[src/rtl/mcdf_arbiter.sv]
// mcdf_arbiter: picks one of three slave channels per packet (lowest prio, round-robin ties)
// and forwards its words to the formatter. Optional wait timeout: define ARB_TIMEOUT_EN.
module mcdf_arbiter #(
  parameter int DW      = 32,
  parameter int TIMEOUT = 16
) (
  input  logic          clk_i,
  input  logic          rst_i,
  input  logic          slv0_req_i,
  input  logic          slv1_req_i,
  input  logic          slv2_req_i,
  input  logic          slv0_valid_i,
  input  logic          slv1_valid_i,
  input  logic          slv2_valid_i,
  input  logic [DW-1:0] slv0_data_i,
  input  logic [DW-1:0] slv1_data_i,
  input  logic [DW-1:0] slv2_data_i,
  input  logic          slv0_en_i,
  input  logic          slv1_en_i,
  input  logic          slv2_en_i,
  input  logic [1:0]    slv0_prio_i,
  input  logic [1:0]    slv1_prio_i,
  input  logic [1:0]    slv2_prio_i,
  input  logic [2:0]    slv0_pkglen_i,
  input  logic [2:0]    slv1_pkglen_i,
  input  logic [2:0]    slv2_pkglen_i,
  output logic          a2s0_ack_o,
  output logic          a2s1_ack_o,
  output logic          a2s2_ack_o,
  input  logic          f2a_ready_i,
  output logic          a2f_valid_o,
  output logic [DW-1:0] a2f_data_o,
  output logic [1:0]    a2f_id_o,
  output logic          a2f_sop_o,
  output logic          a2f_eop_o,
  output logic [5:0]    a2f_len_o,
  output logic          arb_busy_o,
  output logic          arb_err_o
);

  typedef enum logic {IDLE = 1'b0, XFER = 1'b1} state_t;

  // Channel inputs gathered into arrays indexed by channel id.
  logic [2:0]          req, en, valid;
  logic [2:0][1:0]     prio;
  logic [2:0][2:0]     pkglen;
  logic [2:0][DW-1:0]  data;

  assign req    = {slv2_req_i, slv1_req_i, slv0_req_i};
  assign en     = {slv2_en_i, slv1_en_i, slv0_en_i};
  assign valid  = {slv2_valid_i, slv1_valid_i, slv0_valid_i};
  assign prio   = {slv2_prio_i, slv1_prio_i, slv0_prio_i};
  assign pkglen = {slv2_pkglen_i, slv1_pkglen_i, slv0_pkglen_i};
  assign data   = {slv2_data_i, slv1_data_i, slv0_data_i};

  // Registered state and outputs (_q) with their next values (_d).
  state_t          state_q, state_d;
  logic [1:0]      sel_q, sel_d;
  logic [5:0]      cnt_q, cnt_d;
  logic [5:0]      len_q, len_d;
  logic [1:0]      rr_q, rr_d;
  logic [2:0]      ack_q, ack_d;
  logic            valid_q, valid_d;
  logic [DW-1:0]   data_q, data_d;
  logic [1:0]      id_q, id_d;
  logic            sop_q, sop_d;
  logic            eop_q, eop_d;
  logic            busy_q, busy_d;

`ifdef ARB_TIMEOUT_EN
  localparam int WAIT_W = $clog2(TIMEOUT + 1);
  logic [WAIT_W-1:0] wait_q, wait_d;
  logic              err_q, err_d;
`endif

  function automatic logic [1:0] next_ch(input logic [1:0] ch);
    return (ch == 2'd2) ? 2'd0 : ch + 2'd1;
  endfunction

  // Packet-length code to (length - 1).
  function automatic logic [5:0] decode_len_m1(input logic [2:0] code);
    case (code)
      3'd0:    return 6'd3;
      3'd1:    return 6'd7;
      3'd2:    return 6'd15;
      default: return 6'd31;
    endcase
  endfunction

  // Arbitration: find the best priority, then scan channels starting after rr_q.
  logic [2:0] elig;
  logic [1:0] min_prio;
  logic [1:0] cand;
  logic       win_found;
  logic [1:0] win_id;

  always_comb begin
    // NOTE: every variable gets a default before any branch so no latch is inferred.
    elig      = req & en;
    min_prio  = 2'd3;
    win_found = 1'b0;
    win_id    = 2'd0;
    cand      = rr_q;
    if (elig[0] && prio[0] < min_prio) min_prio = prio[0];
    if (elig[1] && prio[1] < min_prio) min_prio = prio[1];
    if (elig[2] && prio[2] < min_prio) min_prio = prio[2];
    for (int k = 0; k < 3; k++) begin
      cand = next_ch(cand);
      if (!win_found && elig[cand] && prio[cand] == min_prio) begin
        win_found = 1'b1;
        win_id    = cand;
      end
    end
  end

  logic          sel_valid;
  logic [DW-1:0] sel_data;

  assign sel_valid = valid[sel_q];
  assign sel_data  = data[sel_q];

  always_comb begin
    state_d = state_q;
    sel_d   = sel_q;
    cnt_d   = cnt_q;
    len_d   = len_q;
    rr_d    = rr_q;
    ack_d   = 3'b000;
    valid_d = 1'b0;
    data_d  = data_q;
    id_d    = id_q;
    sop_d   = 1'b0;
    eop_d   = 1'b0;
    busy_d  = busy_q;
`ifdef ARB_TIMEOUT_EN
    wait_d  = wait_q;
    err_d   = err_q;
`endif
    case (state_q)
      IDLE: begin
        if (win_found && f2a_ready_i) begin
          state_d       = XFER;
          sel_d         = win_id;
          len_d         = decode_len_m1(pkglen[win_id]);
          rr_d          = win_id;
          ack_d[win_id] = 1'b1;
          busy_d        = 1'b1;
          cnt_d         = 6'd0;
`ifdef ARB_TIMEOUT_EN
          wait_d        = '0;
`endif
        end
      end
      XFER: begin
        // The formatter reserved room for the whole packet, so words are never stalled.
        if (sel_valid) begin
          valid_d = 1'b1;
          data_d  = sel_data;
          id_d    = sel_q;
          sop_d   = (cnt_q == 6'd0);
          eop_d   = (cnt_q == len_q);
          if (cnt_q == len_q) begin
            state_d = IDLE;
            busy_d  = 1'b0;
            cnt_d   = 6'd0;
          end else begin
            cnt_d = cnt_q + 6'd1;
          end
        end
`ifdef ARB_TIMEOUT_EN
        else if (cnt_q == 6'd0) begin
          if (wait_q == WAIT_W'(TIMEOUT - 1)) begin
            state_d = IDLE;
            busy_d  = 1'b0;
            err_d   = 1'b1;
          end else begin
            wait_d = wait_q + 1'b1;
          end
        end
`endif
      end
      default: state_d = IDLE;
    endcase
  end

  // NOTE: sequential state uses non-blocking assignments so every register samples pre-edge values.
  always_ff @(posedge clk_i) begin
    if (rst_i) begin
      state_q <= IDLE;
      sel_q   <= 2'd0;
      cnt_q   <= 6'd0;
      len_q   <= 6'd0;
      rr_q    <= 2'd2;
      ack_q   <= 3'b000;
      valid_q <= 1'b0;
      data_q  <= '0;
      id_q    <= 2'd0;
      sop_q   <= 1'b0;
      eop_q   <= 1'b0;
      busy_q  <= 1'b0;
`ifdef ARB_TIMEOUT_EN
      wait_q  <= '0;
      err_q   <= 1'b0;
`endif
    end else begin
      state_q <= state_d;
      sel_q   <= sel_d;
      cnt_q   <= cnt_d;
      len_q   <= len_d;
      rr_q    <= rr_d;
      ack_q   <= ack_d;
      valid_q <= valid_d;
      data_q  <= data_d;
      id_q    <= id_d;
      sop_q   <= sop_d;
      eop_q   <= eop_d;
      busy_q  <= busy_d;
`ifdef ARB_TIMEOUT_EN
      wait_q  <= wait_d;
      err_q   <= err_d;
`endif
    end
  end

  assign a2s0_ack_o  = ack_q[0];
  assign a2s1_ack_o  = ack_q[1];
  assign a2s2_ack_o  = ack_q[2];
  assign a2f_valid_o = valid_q;
  assign a2f_data_o  = data_q;
  assign a2f_id_o    = id_q;
  assign a2f_sop_o   = sop_q;
  assign a2f_eop_o   = eop_q;
  assign a2f_len_o   = len_q;
  assign arb_busy_o  = busy_q;
`ifdef ARB_TIMEOUT_EN
  assign arb_err_o   = err_q;
`else
  assign arb_err_o   = 1'b0;
`endif

endmodule

[config.mk]
export PLATFORM = sky130hd
export DESIGN_NAME = mcdf_arbiter
export DESIGN_NICKNAME = d
export VERILOG_FILES = /design/src/rtl/mcdf_arbiter.sv
export SDC_FILE = /design/constraint.sdc
export NUM_CORES = 1
export LEC_CHECK = 0
export ABC_AREA = 0
export BUFFER_PORTS_ARGS = -buffer_cell sky130_fd_sc_hd__buf_2
export CAP_MARGIN = 10
export CORE_MARGIN = 8
export CORE_UTILIZATION = 25
export DETAILED_ROUTE_END_ITERATION = 8
export PLACE_DENSITY = 0.52
export RECOVER_POWER = 50
export SLEW_MARGIN = 25
export SYNTH_ARGS = -nofsm -noshare
export SYNTH_HDL_FRONTEND = slang
export SYNTH_SLANG_ARGS = --single-unit
[constraint.sdc]
create_clock -name clk_i -period 3.6 [get_ports clk_i]
set_clock_uncertainty 0.1 [all_clocks]
set_input_delay 0 -clock clk_i [delete_from_list [all_inputs] [get_ports clk_i]]
set_output_delay 0 -clock clk_i [all_outputs]
set_load 0.02 [all_outputs]
==> flow_summary.json <==
{
  "multi_input_comb_area_sq_um": 2620,
  "worst_ir_drop_vdd_mv": 0.190,
  "ys_seq_area_frac": 0.300,
  "clk_lat_worst_skew_ns": 0.29,
  "crit_family": "compound AO/OA/AOI/OAI gates",
  "synth_top_cell_area_share": 0.300,
  "whs_ns": 0.0377,
  "post_synth_main_area_contributors": "dfxtp_1 30%, mux2_2 10%, a221oi_1 7.9%, nor2_1 6.7%, nor3_1 5.6%",
  "timing.final.max_slew_violations": 0,
  "placed_cell_area_sq_um": 4950,
  "ff2ff_path_depth": 9,
  "finalNetCount": 791,
  "ys_ff_latch": 55,
  "critPathRequiredTime_ns": 3.64,
  "dr_total_vias": 4235,
  "worstSetupEndpoint": "a2f_len_o[4]",
  "groute.usage.overall": 0.136,
  "n_antenna_cell": 0,
  "h-tree-depth": 2,
  "timing.max_slew.rel_slack": 0.453,
  "yosysTopAreaCell": "dfxtp_1",
  "timing.final.setup_violations": 0,
  "total_power_mw": 1.97,
  "yosys-top-cells-count": "65 x nor2_1, 55 x dfxtp_1, 41 x nor3_1",
  "worst-path-buf-inv": 5,
  "cp.arrival_ns": 3.59,
  "synth.most_common_cell": "nor2_1",
  "path_cells": "buf_8 > nand2_4 > nor2_4 > ha_4 > a211o_1 > a22oi_4 > inv_2 > ha_4 > and4bb_2 > o41ai_4 > buf_4 > o21ai_2 > nor4b_4 > buf_4 > o22ai_4 > buf_6 > o21ai_4 > a31o_2 > o41ai_2 > a211oi_1",
  "crit_fanout": 5,
  "mappedNetlistArea_sq_um": 3660,
  "r2r-end": "a2f_len_o[4]",
  "die_w_microns": 137,
  "worst-r2r-setup-slack_ns": 0.66,
  "drt-vias-per-instance": 4.99,
  "rows": 44,
  "critical_path.reg2reg.startpoint": "rr_q[1]",
  "number_of_top_level_pins": 171,
  "drt_iter0_drcs": 175,
  "storage_element_area_sq_um": 1100,
  "grt_setup_unrepaired": "yes",
  "die-area_sq_um": 18800,
  "drive_above_1_share": 0.408,
  "worst_setup_path_start_kind": "input pin",
  "first_global_vias": 4252,
  "placeableCoreArea_sq_um": 14400,
  "max-cap-violations": 0,
  "grt_overflow": 0,
  "clk_root_buffer_cell": "clkbuf_16",
  "detail_route.wl_per_cell_microns": 16.2,
  "count_of_filler_cells_inserted_in_the_layout": 1487,
  "yosys.cell_types.count": 77,
  "cts_buffers": 5,
  "crit_path_max_delay_cell_type": "o41ai_2",
  "postSynth.topFlopCell": "dfxtp_1",
  "finalHoldViolations": 0,
  "number_of_flops_mapped_to_enable_cells_by_yosys": 0,
  "grt_antenna_before_repair": 0,
  "timing.fmax_mhz": 282,
  "critPathMaxStageDelay_ns": 0.33,
  "dp_hpwl_microns": 10600,
  "gp_congestion": 0.815,
  "cp.depth": 20,
  "synthesis_warning_total": 0,
  "clk_transition_reported_paths_ns": 0.07,
  "syn2layout_area_growth_pct": 56.6,
  "maximum_number_of_pins_on_one_net_before_global_route_repair": 46,
  "powerDensity_nw_per_um2": 343,
  "first_pass_iters": 4,
  "final.period_utilization": 0.986,
  "start_util": 0.254,
  "grt_first_pass_wirelength_microns": 20800,
  "finalSetupTns_ns": 0,
  "clock_sinks": 55,
  "postLayoutCellArea_sq_um": 5740,
  "antenna_violating_nets_left": 0,
  "fin_crit_ns": 3.55,
  "numPlacedInstances": 791,
  "final_cell_count_no_fill": 848,
  "async_flop_share": 0,
  "drt_drc_violations_left": 0,
  "netlist_instances": 433,
  "buffer_ports.inserted": 168,
  "avgSynthCellArea_sq_um": 8.46,
  "static_leakage_power_nw": 2.30,
  "max-clock-path-buffers": 2,
  "die_h_microns": 137,
  "status": "completed",
  "worst_setup_path_startpoint": "slv0_en_i",
  "end_kind": "flip-flop",
  "cts_tree": "done",
  "routed_wl_microns": 13800,
  "hold_class": "input pin to flip-flop",
  "worst_pin_slew_ns": 0.820,
  "path_class": "input pin to flip-flop"
}
## logic make-up after synthesis
| logic type | share of synthesized area |
|---|---|
| other cells | 0.00102 |
| fa+ha+maj | 0.0137 |
| compound gates | 0.261 |
| simple gates | 0.222 |
| mux | 0.121 |
| xor+xnor | 0.0239 |
| flops | 0.300 |
| buf+inv | 0.0574 |
## worst min-delay path, cell delays in order
cell	delay (ns)
buf_2	0.08
mux2_2	0.13
a221oi_1	0.06
nor3_1	0.11
## stage by stage
| step | setup WS [ns] | utilization |
|---|---|---|
| after floorplan | 0.00909 | - |
| after global placement | -0.237 | 0.343 |
| after detailed placement | -0.326 | 0.343 |
| after CTS | 0.00745 | 0.378 |
| after global routing | -0.127 | 0.398 |
| final | 0.0486 | 0.398 |
## how the worst min path moves through the flow
stage	from	end	slack (ns)	depth (start not counted)
after global placement	slv1_data_i[8]	a2f_data_o[8]	0.20	3
after detailed placement	slv1_data_i[8]	a2f_data_o[8]	0.22	3
after global routing	slv0_data_i[28]	a2f_data_o[28]	0.04	4
after CTS	slv0_data_i[28]	a2f_data_o[28]	0.03	4
after floorplan	f2a_ready_i	state_q	0.10	2
final	slv2_data_i[8]	a2f_data_o[8]	0.04	4
## report_power, final
part | leakage [nW] | total [mW] | switching (mW) | internal [mW]
combinational | 1.78 | 0.747 | 0.403 | 0.343
clock | 0.0769 | 0.532 | 0.207 | 0.325
sequential | 0.446 | 0.691 | 0.0369 | 0.655
total | 2.30 | 1.97 | 0.648 | 1.32
## final cells by class
| type | count | share of cell area |
|---|---|---|
| repair buffers | 256 | 0.274 |
| well taps | 184 | 0.0401 |
| clock inverters | 1 | 0.00523 |
| flip-flops and latches | 55 | 0.192 |
| clock buffers | 6 | 0.0225 |
| multi-input cells | 332 | 0.457 |
| inverters | 14 | 0.00916 |
## sequential cells by signal, indices dropped and copies added (netlist names), 2 cells and up
register,cells
a2f_data_o,32
a2f_id_o,2
a2f_len_o,4
ack_q,3
cnt_q,6
sel_q,2
## repair_timing
action,CTS,global route
hold buffers,33,0
endpoints found under the setup margin,2,17
setup buffers,0,15
cloned,0,2
pin swaps,1,31
resized for setup,1,44
endpoints found under the hold margin,33,0
## layout by cell type (no fill, tap or decap), types with 3 or more instances in the layout
master	instances
clkbuf_1	46
a21oi_1	6
nor3_1	38
o221ai_1	3
o21ai_0	5
xor2_1	5
buf_6	4
and3_1	3
mux2i_1	7
o2111ai_1	3
mux2_2	33
a211o_1	3
dfxtp_1	54
a31oi_1	3
inv_1	11
dlygate4sd3_1	33
clkbuf_16	5
nor3_2	3
a21oi_2	4
o21ai_1	3
buf_4	50
and2_1	4
nor2_1	60
buf_2	121
nand2_1	25
a221oi_1	33
nand2b_1	3
nand3_1	3
nor2_4	3
nor2_2	3
xnor2_1	4
a211oi_1	5
## per-layer routing
metal | up-vias | global-route usage | part of all wire
li1 | 2091 | - | -
met4 | 0 | 0.0380 | 0.024
met5 | - | 0 | 0
met3 | 24 | 0.0356 | 0.053
met1 | 2010 | 0.160 | 0.40
met2 | 110 | 0.238 | 0.52
Note: power is estimated with default switching activity, not from simulation.
